File: config.mk
export PLATFORM = sky130hd
export DESIGN_NAME = rice_word_loader
export DESIGN_NICKNAME = d
export VERILOG_FILES = /design/src/rtl/rice_word_loader.sv
export SDC_FILE = /design/constraint.sdc
export NUM_CORES = 1
export LEC_CHECK = 0
export CAP_MARGIN = 5
export CORE_UTILIZATION = 45
export DETAILED_ROUTE_END_ITERATION = 12
export HOLD_SLACK_MARGIN = 0.1
export PLACE_DENSITY = 0.67
export SYNTH_ARGS = -nofsm -noshare
export SYNTH_HDL_FRONTEND = slang
export SYNTH_SLANG_ARGS = --single-unit
export TNS_END_PERCENT = 30
File: constraint.sdc
create_clock -name clk -period 5.35 [get_ports clk]
set_input_delay 0.535 -clock clk [delete_from_list [all_inputs] [get_ports clk]]
set_output_delay 0.535 -clock clk [all_outputs]
set_load 0.02 [all_outputs]
File: src/rtl/rice_word_loader.sv
// Two-word {cur,nxt} window loader for the Rice decoder: buffers FIFO words,
// retires one per carry, and presents a registered bit-aligned 32-bit window.
module rice_word_loader #(
  parameter int WORD_W = 32,
  parameter int LEN_W  = 5,
  parameter int CNT_W  = 16
) (
  input  logic              clk,
  input  logic              reset,
  input  logic [WORD_W-1:0] s_data,
  input  logic              s_valid,
  output logic              s_ready,
  input  logic              cout,
  input  logic [LEN_W-1:0]  remlendup,
  output logic              ldor,
  output logic [WORD_W-1:0] win_data,
  output logic              win_valid,
  output logic              underrun,
  output logic [CNT_W-1:0]  word_cnt
);

  typedef enum logic [1:0] {EMPTY, HALF, FULL, REFILL} state_t;

  state_t            state_q;
  logic [WORD_W-1:0] cur_q;
  logic [WORD_W-1:0] nxt_q;
  logic [WORD_W-1:0] win_data_q;
  logic [WORD_W-1:0] win_data_d;
  logic              win_valid_q;
  logic              ldor_q;
  logic              underrun_q;
  logic [CNT_W-1:0]  word_cnt_q;
  logic              xfer;
  logic [LEN_W:0]    rshamt;

  assign s_ready = reset && ((state_q != FULL) || cout);
  assign xfer    = s_valid && s_ready;

  // Upper half of {cur,nxt} << offset; a right shift by WORD_W yields zero,
  // so offset 0 gives cur unchanged.
  assign rshamt     = (LEN_W+1)'(WORD_W) - {1'b0, remlendup};
  assign win_data_d = (cur_q << remlendup) | (nxt_q >> rshamt);

  always_ff @(posedge clk) begin
    if (!reset) begin
      state_q     <= EMPTY;
      cur_q       <= '0;
      nxt_q       <= '0;
      win_data_q  <= '0;
      win_valid_q <= 1'b0;
      ldor_q      <= 1'b0;
      underrun_q  <= 1'b0;
      word_cnt_q  <= '0;
    end else begin
      ldor_q      <= 1'b0;
      win_data_q  <= win_data_d;
      win_valid_q <= (state_q == FULL) && !cout;
      case (state_q)
        EMPTY: begin
          if (xfer) begin
            cur_q   <= s_data;
            state_q <= HALF;
          end
          if (cout) underrun_q <= 1'b1;
        end
        HALF: begin
          if (xfer) begin
            nxt_q   <= s_data;
            state_q <= FULL;
            ldor_q  <= 1'b1;
          end
          if (cout) underrun_q <= 1'b1;
        end
        FULL: begin
          if (cout) begin
            cur_q      <= nxt_q;
            word_cnt_q <= word_cnt_q + CNT_W'(1);
            if (xfer) nxt_q <= s_data;
            else      state_q <= REFILL;
          end
        end
        REFILL: begin
          // carrygenerator is already running here, so no ldor pulse
          if (xfer) begin
            nxt_q   <= s_data;
            state_q <= FULL;
          end
          if (cout) underrun_q <= 1'b1;
        end
        default: state_q <= EMPTY;
      endcase
    end
  end

  assign ldor      = ldor_q;
  assign win_data  = win_data_q;
  assign win_valid = win_valid_q;
  assign underrun  = underrun_q;
  assign word_cnt  = word_cnt_q;

endmodule

== Word-level counts from Yosys, hierarchy flattened ==
Cells that the tools add are included.
Widths: inputs -> output; s select.
Storage, ports and cells
  output and inout bits: 52
  word-level logic and storage cells: 49
  flip-flop bits (word level): 117
  bits of input ports: 41
Operators by class
  shift-type cells: 2
  add/subtract/negate cells: 2
  reduce and logical (&&, ||, !) cells: 16
  multiplexer cells: 12
  equality and inequality tests: 8
  bitwise operators: 1
Operators with widths (number)
  $mux 32: 4
  $pmux 32 s2: 2
  $or 32x32->32: 1
  $shl 32x5->32: 1
  $shr 32x6->32: 1
  $add 16x1->16 const B: 1
  $mux 2: 4
  $ne 2x2->1 const B: 4
  $reduce_and 2->1: 4
  $pmux 2 s3: 1
  $sub 6x5->6 const A: 1
  $eq 2x2->1 const B: 2
  $reduce_and 4->1: 1
  $reduce_bool 2->1: 2
  $logic_and 1x1->1: 3
  $reduce_and 3->1: 1
  $reduce_or 3->1: 1
  $eq 2x1->1 const B: 1
  $logic_not 2->1: 1
  $ne 2x1->1 const B: 1
  $reduce_or 2->1: 1
  $logic_not 1->1: 1
  $logic_or 1x1->1: 1
  $mux 1: 1

== Longest topological paths before layout ==
  word-level depth: 7
  depth in mapped cells: 13
  gate-level depth less buffers: 7

== Worst setup path before layout ==
Ideal clock, no wire load.
  kind: input -> register
  start: input port remlendup[1]
  end: register win_data_q[10] (netlist: win_data[10])
  stages on the path: 12
  path buffers: 5
  data required time: 5.230 ns
  setup time: 0.120 ns
  slack: 2.388 ns
  arrival: 2.843 ns
  cell sequence: buf_4 -> buf_2 -> buf_2 -> inv_1 -> ha_1 -> buf_2 -> clkinv_1 -> buf_2 -> mux4_2 -> nand2_1 -> o21ai_0 -> o31a_1
Between the ends
  longest elaborated chain between the ends: 3
  elaborated cells between the ends (all ways): 4
  those cells by class: 1 x add/sub; 2 x shift; 1 x bitwise
RTL lines
  start, declared: line 14  | input logic [LEN_W-1:0] remlendup,
  $sub 6x5->6: line 41  | assign rshamt = (LEN_W+1)'(WORD_W) - {1'b0, remlendup};
  $shr 32x6->32: line 42  | assign win_data_d = (cur_q << remlendup) | (nxt_q >> rshamt);
  $or 32x32->32 (*): line 42
  end signal, assigned: line 56  | win_data_q <= win_data_d;
  end, declared: line 27  | logic [WORD_W-1:0] win_data_q;
Mark *: on every way between the ends. The rest lies on a longest branch, timed or not.
A chain may end at the register's enable or synchronous reset.

== Worst setup path in the final report ==
  start: input port remlendup[2]
  end: register win_data_q[14] (netlist: win_data[14])
The elaborated chain is that of the path after synthesis.

==> metrics.txt <==
# TYPE chip_impl_metric gauge
chip_impl_metric{name="net_count_reported_at_finish",unit=""} 1001
chip_impl_metric{name="ys_async_sr_fraction",unit="%"} 0
chip_impl_metric{name="port-buffer-count",unit=""} 92
chip_impl_info{name="synth-main-ff-cell",value="sky130_fd_sc_hd__dfxtp_1"} 1
chip_impl_info{name="clock_tree_from_tritoncts",value="done"} 1
chip_impl_metric{name="clk_slew_on_worst_s_h_paths",unit="ns"} 0.06
chip_impl_info{name="worst_setup_path_end_kind",value="register"} 1
chip_impl_metric{name="synth.yosys.warnings",unit=""} 0
chip_impl_metric{name="cts_setup_buffers",unit=""} 0
chip_impl_info{name="synthMostInstantiatedCell",value="sky130_fd_sc_hd__nand2_1"} 1
chip_impl_metric{name="grt_first_pass_wirelength",unit="mm"} 38.9
chip_impl_metric{name="yosysTopAreaCellShare",unit="%"} 30.1
chip_impl_info{name="holdCritStartpoint",value="nxt_q[0]"} 1
chip_impl_metric{name="cp.required",unit="ns"} 5.67
chip_impl_metric{name="cts_buffers",unit=""} 17
chip_impl_metric{name="timing.critical_path.fanout_max",unit=""} 19
chip_impl_metric{name="maximum_capacitance_violations",unit=""} 0
chip_impl_metric{name="post-route-drc-count",unit=""} 0
chip_impl_metric{name="intPower",unit="W"} 0.00191
chip_impl_metric{name="maximum_number_of_pins_on_one_net_before_global_route_repair",unit=""} 82
chip_impl_metric{name="initial_utilization",unit="%"} 46.6
chip_impl_metric{name="dp_worst_setup_slack",unit="ns"} 1.75
chip_impl_metric{name="detailedRoute.firstPassIterationCount",unit=""} 5
chip_impl_metric{name="ys_types",unit=""} 68
chip_impl_metric{name="finalCriticalPeriod",unit="ns"} 3.25
chip_impl_metric{name="critPathArrivalTime",unit="ns"} 3.56
chip_impl_metric{name="rows",unit=""} 47
chip_impl_metric{name="post_cts_resized",unit=""} 0
chip_impl_metric{name="place_congestion",unit=""} 1.03
chip_impl_metric{name="finalHoldViolations",unit=""} 0
chip_impl_info{name="most_frequent_cells_after_synthesis",value="192 x sky130_fd_sc_hd__nand2_1, 117 x sky130_fd_sc_hd__dfxtp_1, 97 x sky130_fd_sc_hd__nor2_1, 57 x sky130_fd_sc_hd__a21oi_1, 57 x sky130_fd_sc_hd__mux2i_1"} 1
chip_impl_metric{name="timing.clock.skew",unit="ns"} 0.0100
chip_impl_metric{name="finalWorstSetupSlack",unit="ns"} 2.10
chip_impl_info{name="cp-start-kind",value="input port"} 1
chip_impl_metric{name="synth_seq_area_share",unit="%"} 30.1
chip_impl_metric{name="i_o_pins",unit=""} 93
chip_impl_metric{name="synth.cell_area",unit="um^2"} 7770
chip_impl_metric{name="slew_violations",unit=""} 0
chip_impl_metric{name="worst_skew_pair.late_latency",unit="ns"} 0.43
chip_impl_metric{name="switchingPower",unit="W"} 0.000782
chip_impl_metric{name="via_to_cell_ratio",unit=""} 6.24
chip_impl_metric{name="power_leakage",unit="nW"} 3.34
chip_impl_metric{name="post_synth_inst_count",unit=""} 901
chip_impl_info{name="worstHoldPathType",value="register to register"} 1
chip_impl_metric{name="floorplan.die_area",unit="um^2"} 17800
chip_impl_metric{name="final_total_negative_setup_slack",unit="ns"} 0
chip_impl_metric{name="comb_power_share",unit="%"} 20.2
chip_impl_info{name="root_buffer",value="sky130_fd_sc_hd__clkbuf_16"} 1
chip_impl_metric{name="synthesis.area_per_instance",unit="um^2"} 8.63
chip_impl_metric{name="grt-ovfl-total",unit=""} 0
chip_impl_metric{name="dp_hpwl",unit="mm"} 18.1
chip_impl_metric{name="powerDensity",unit="nW/um^2"} 288
chip_impl_info{name="unrepaired_setup_endpoints_after_global_routing",value="no"} 1
chip_impl_info{name="status",value="complete, no violations"} 1
chip_impl_metric{name="fillers",unit=""} 1559
chip_impl_metric{name="cts_num_sinks",unit=""} 117
chip_impl_metric{name="footprint_of_the_multi_input_gates",unit="um^2"} 5010
chip_impl_metric{name="antenna_left",unit=""} 0
chip_impl_info{name="yosys.area.top_type",value="sky130_fd_sc_hd__dfxtp_1"} 1
chip_impl_metric{name="power.sequential.fraction",unit="%"} 36.1
chip_impl_metric{name="ant_diodes",unit=""} 0
chip_impl_metric{name="synth_nets",unit=""} 944
chip_impl_metric{name="fraction_of_final_layout_cells_with_drive_strength_greater_than_1",unit="%"} 13.5
chip_impl_metric{name="initial_antenna_violation_count",unit=""} 0
chip_impl_metric{name="actual_slew_at_the_worst_max_slew_pin",unit="ns"} 1.04
chip_impl_metric{name="clockPowerShare",unit="%"} 43.6
chip_impl_metric{name="grt_usage",unit="%"} 28.5
chip_impl_metric{name="finalSetupViolCount",unit=""} 0
chip_impl_metric{name="total_routed_wirelength",unit="mm"} 24.9
chip_impl_metric{name="total_via_count_in_the_routed_design",unit=""} 7433
chip_impl_metric{name="drt_iter0_markers",unit=""} 909
chip_impl_metric{name="switching_share",unit="%"} 29.1
chip_impl_metric{name="die-height",unit="um"} 133
chip_impl_metric{name="htree_num_levels",unit=""} 4
chip_impl_info{name="worst_r2r_startpoint",value="cur_q[7]"} 1
chip_impl_metric{name="seqCellArea",unit="um^2"} 2340
chip_impl_metric{name="die_width",unit="um"} 133
chip_impl_metric{name="min_period_over_period",unit="%"} 60.7
chip_impl_metric{name="detail_route.wl_per_cell",unit="um"} 20.9
chip_impl_info{name="critical_path.startpoint",value="remlendup[2]"} 1
chip_impl_metric{name="grt_pass1_vias",unit=""} 6703
chip_impl_info{name="ys_top_cells_by_area",value="sky130_fd_sc_hd__dfxtp_1 30%, sky130_fd_sc_hd__mux4_2 12%, sky130_fd_sc_hd__nand2_1 9.3%"} 1
chip_impl_metric{name="syn_to_final_growth",unit="%"} 20.1
chip_impl_metric{name="max_clock_freq",unit="MHz"} 308
chip_impl_metric{name="ys_ff_latch",unit=""} 117
chip_impl_metric{name="clk_path_buf_depth",unit=""} 2
chip_impl_metric{name="timing.slew.headroom",unit="%"} 29.6
chip_impl_metric{name="synth_edf_count",unit=""} 0
chip_impl_metric{name="cts-hold-fix-buffers",unit=""} 0
chip_impl_info{name="timing_worst_setup_path_type",value="input port to register"} 1
chip_impl_metric{name="power.ir.vdd_worst",unit="mV"} 0.226
chip_impl_metric{name="core_box_area",unit="um^2"} 16700
==> state kept, by name (all words and copies together) (netlist names) <==
signal	flops
ldor	1
word_cnt	16
win_data	32
cur_q	32
win_valid	1
nxt_q	32
state_q	2
underrun	1
==> cells in the final DEF, fill, tap and decap left out, drive strengths merged, types with 6 or more instances in the layout <==
master,count
mux4,47
inv,10
mux2i,57
o31a,14
nor2,97
a21oi,58
a211oi,7
o22ai,19
xor2,7
clkbuf,23
a31oi,9
nand2b,8
clkinv,8
nand2,192
and3,8
a311oi,33
nor2b,6
nor3,6
buf,23
dfxtp,117
nand3,15
o21ai,9
mux2,25
xnor2,11
clkdlybuf4s50,90
==> worst max-delay path: stages <==
cell and delay (ns):
sky130_fd_sc_hd__clkdlybuf4s50_1 0.90, sky130_fd_sc_hd__xor2_2 0.86, sky130_fd_sc_hd__buf_4 0.34, sky130_fd_sc_hd__mux4_2 0.37, sky130_fd_sc_hd__o2bb2ai_1 0.17, sky130_fd_sc_hd__a221o_1 0.37
==> power by group through the flow <==
stage	clock network, W	logic [W]	registers (W)
floorplan	0	0.000352	0.000988
global placement	0	0.000533	0.000987
detailed placement	0	0.000533	0.000990
CTS	0.00118	0.000535	0.000971
global route	0.00122	0.000581	0.000978
finish	0.00117	0.000545	0.000972
==> path summary, 6_finish.rpt <==
check | depth (start not counted) | endpoint | slack (ns)
worst max register to register | 5 | win_data[16] | 3.36
worst max-delay path | 6 | win_data[14] | 2.10
worst min-delay path | 2 | nxt_q[0] | 0.48
worst min register to register | 2 | nxt_q[0] | 0.48
==> kinds of logic (layout without fill, tap and decap cells) <==
| logic type | after synthesis | in the layout | synth area share, % |
|---|---|---|---|
| DFF | 117 | 117 | 30.1 |
| AOI/OAI and AO/OA | 195 | 195 | 17.8 |
| muxes | 129 | 129 | 25.0 |
| and+or+nand+nor | 352 | 352 | 18.9 |
| xor gates and xnor gates | 18 | 18 | 2.22 |
| adders and majority gates | 2 | 2 | 0.322 |
| buffers and inverters | 88 | 158 | 5.62 |
==> routing by layer <==
metal	wire length, um	global-route usage, %	vias to the layer above	share of wire, %
li1	-	-	3421	-
met1	10900	40.7	3533	44
met2	11000	41.6	420	44
met3	2270	6.54	59	9.1
met4	686	11.0	0	2.8
met5	0	0	-	0
==> final cells by class <==
cell class,count,area share (%)
clock buffer,23,5.01
tap,220,2.95
inverter,13,0.522
timing repair buffer,113,11.5
clock inverter,9,1.35
multi-input combinational,696,53.6
sequential,117,25.1
==> stage by stage <==
stage / hold slack [ns] / power (W) / util [%] / std cells / instance area (um^2)
final: 0.485 / 0.00269 / 55.9 / 1191 / 9340
after global routing: 0.526 / 0.00278 / 55.9 / 1191 / 9340
after CTS: 0.480 / 0.00269 / 55.9 / 1191 / 9340
after detailed placement: 0.471 / 0.00152 / 52.4 / 1159 / 8750
after global placement: 0.450 / 0.00152 / 52.4 / 1159 / 8750
after floorplan: 0.447 / 0.00134 / - / 901 / 7770
No activity file was read; power rests on OpenSTA's default activity.
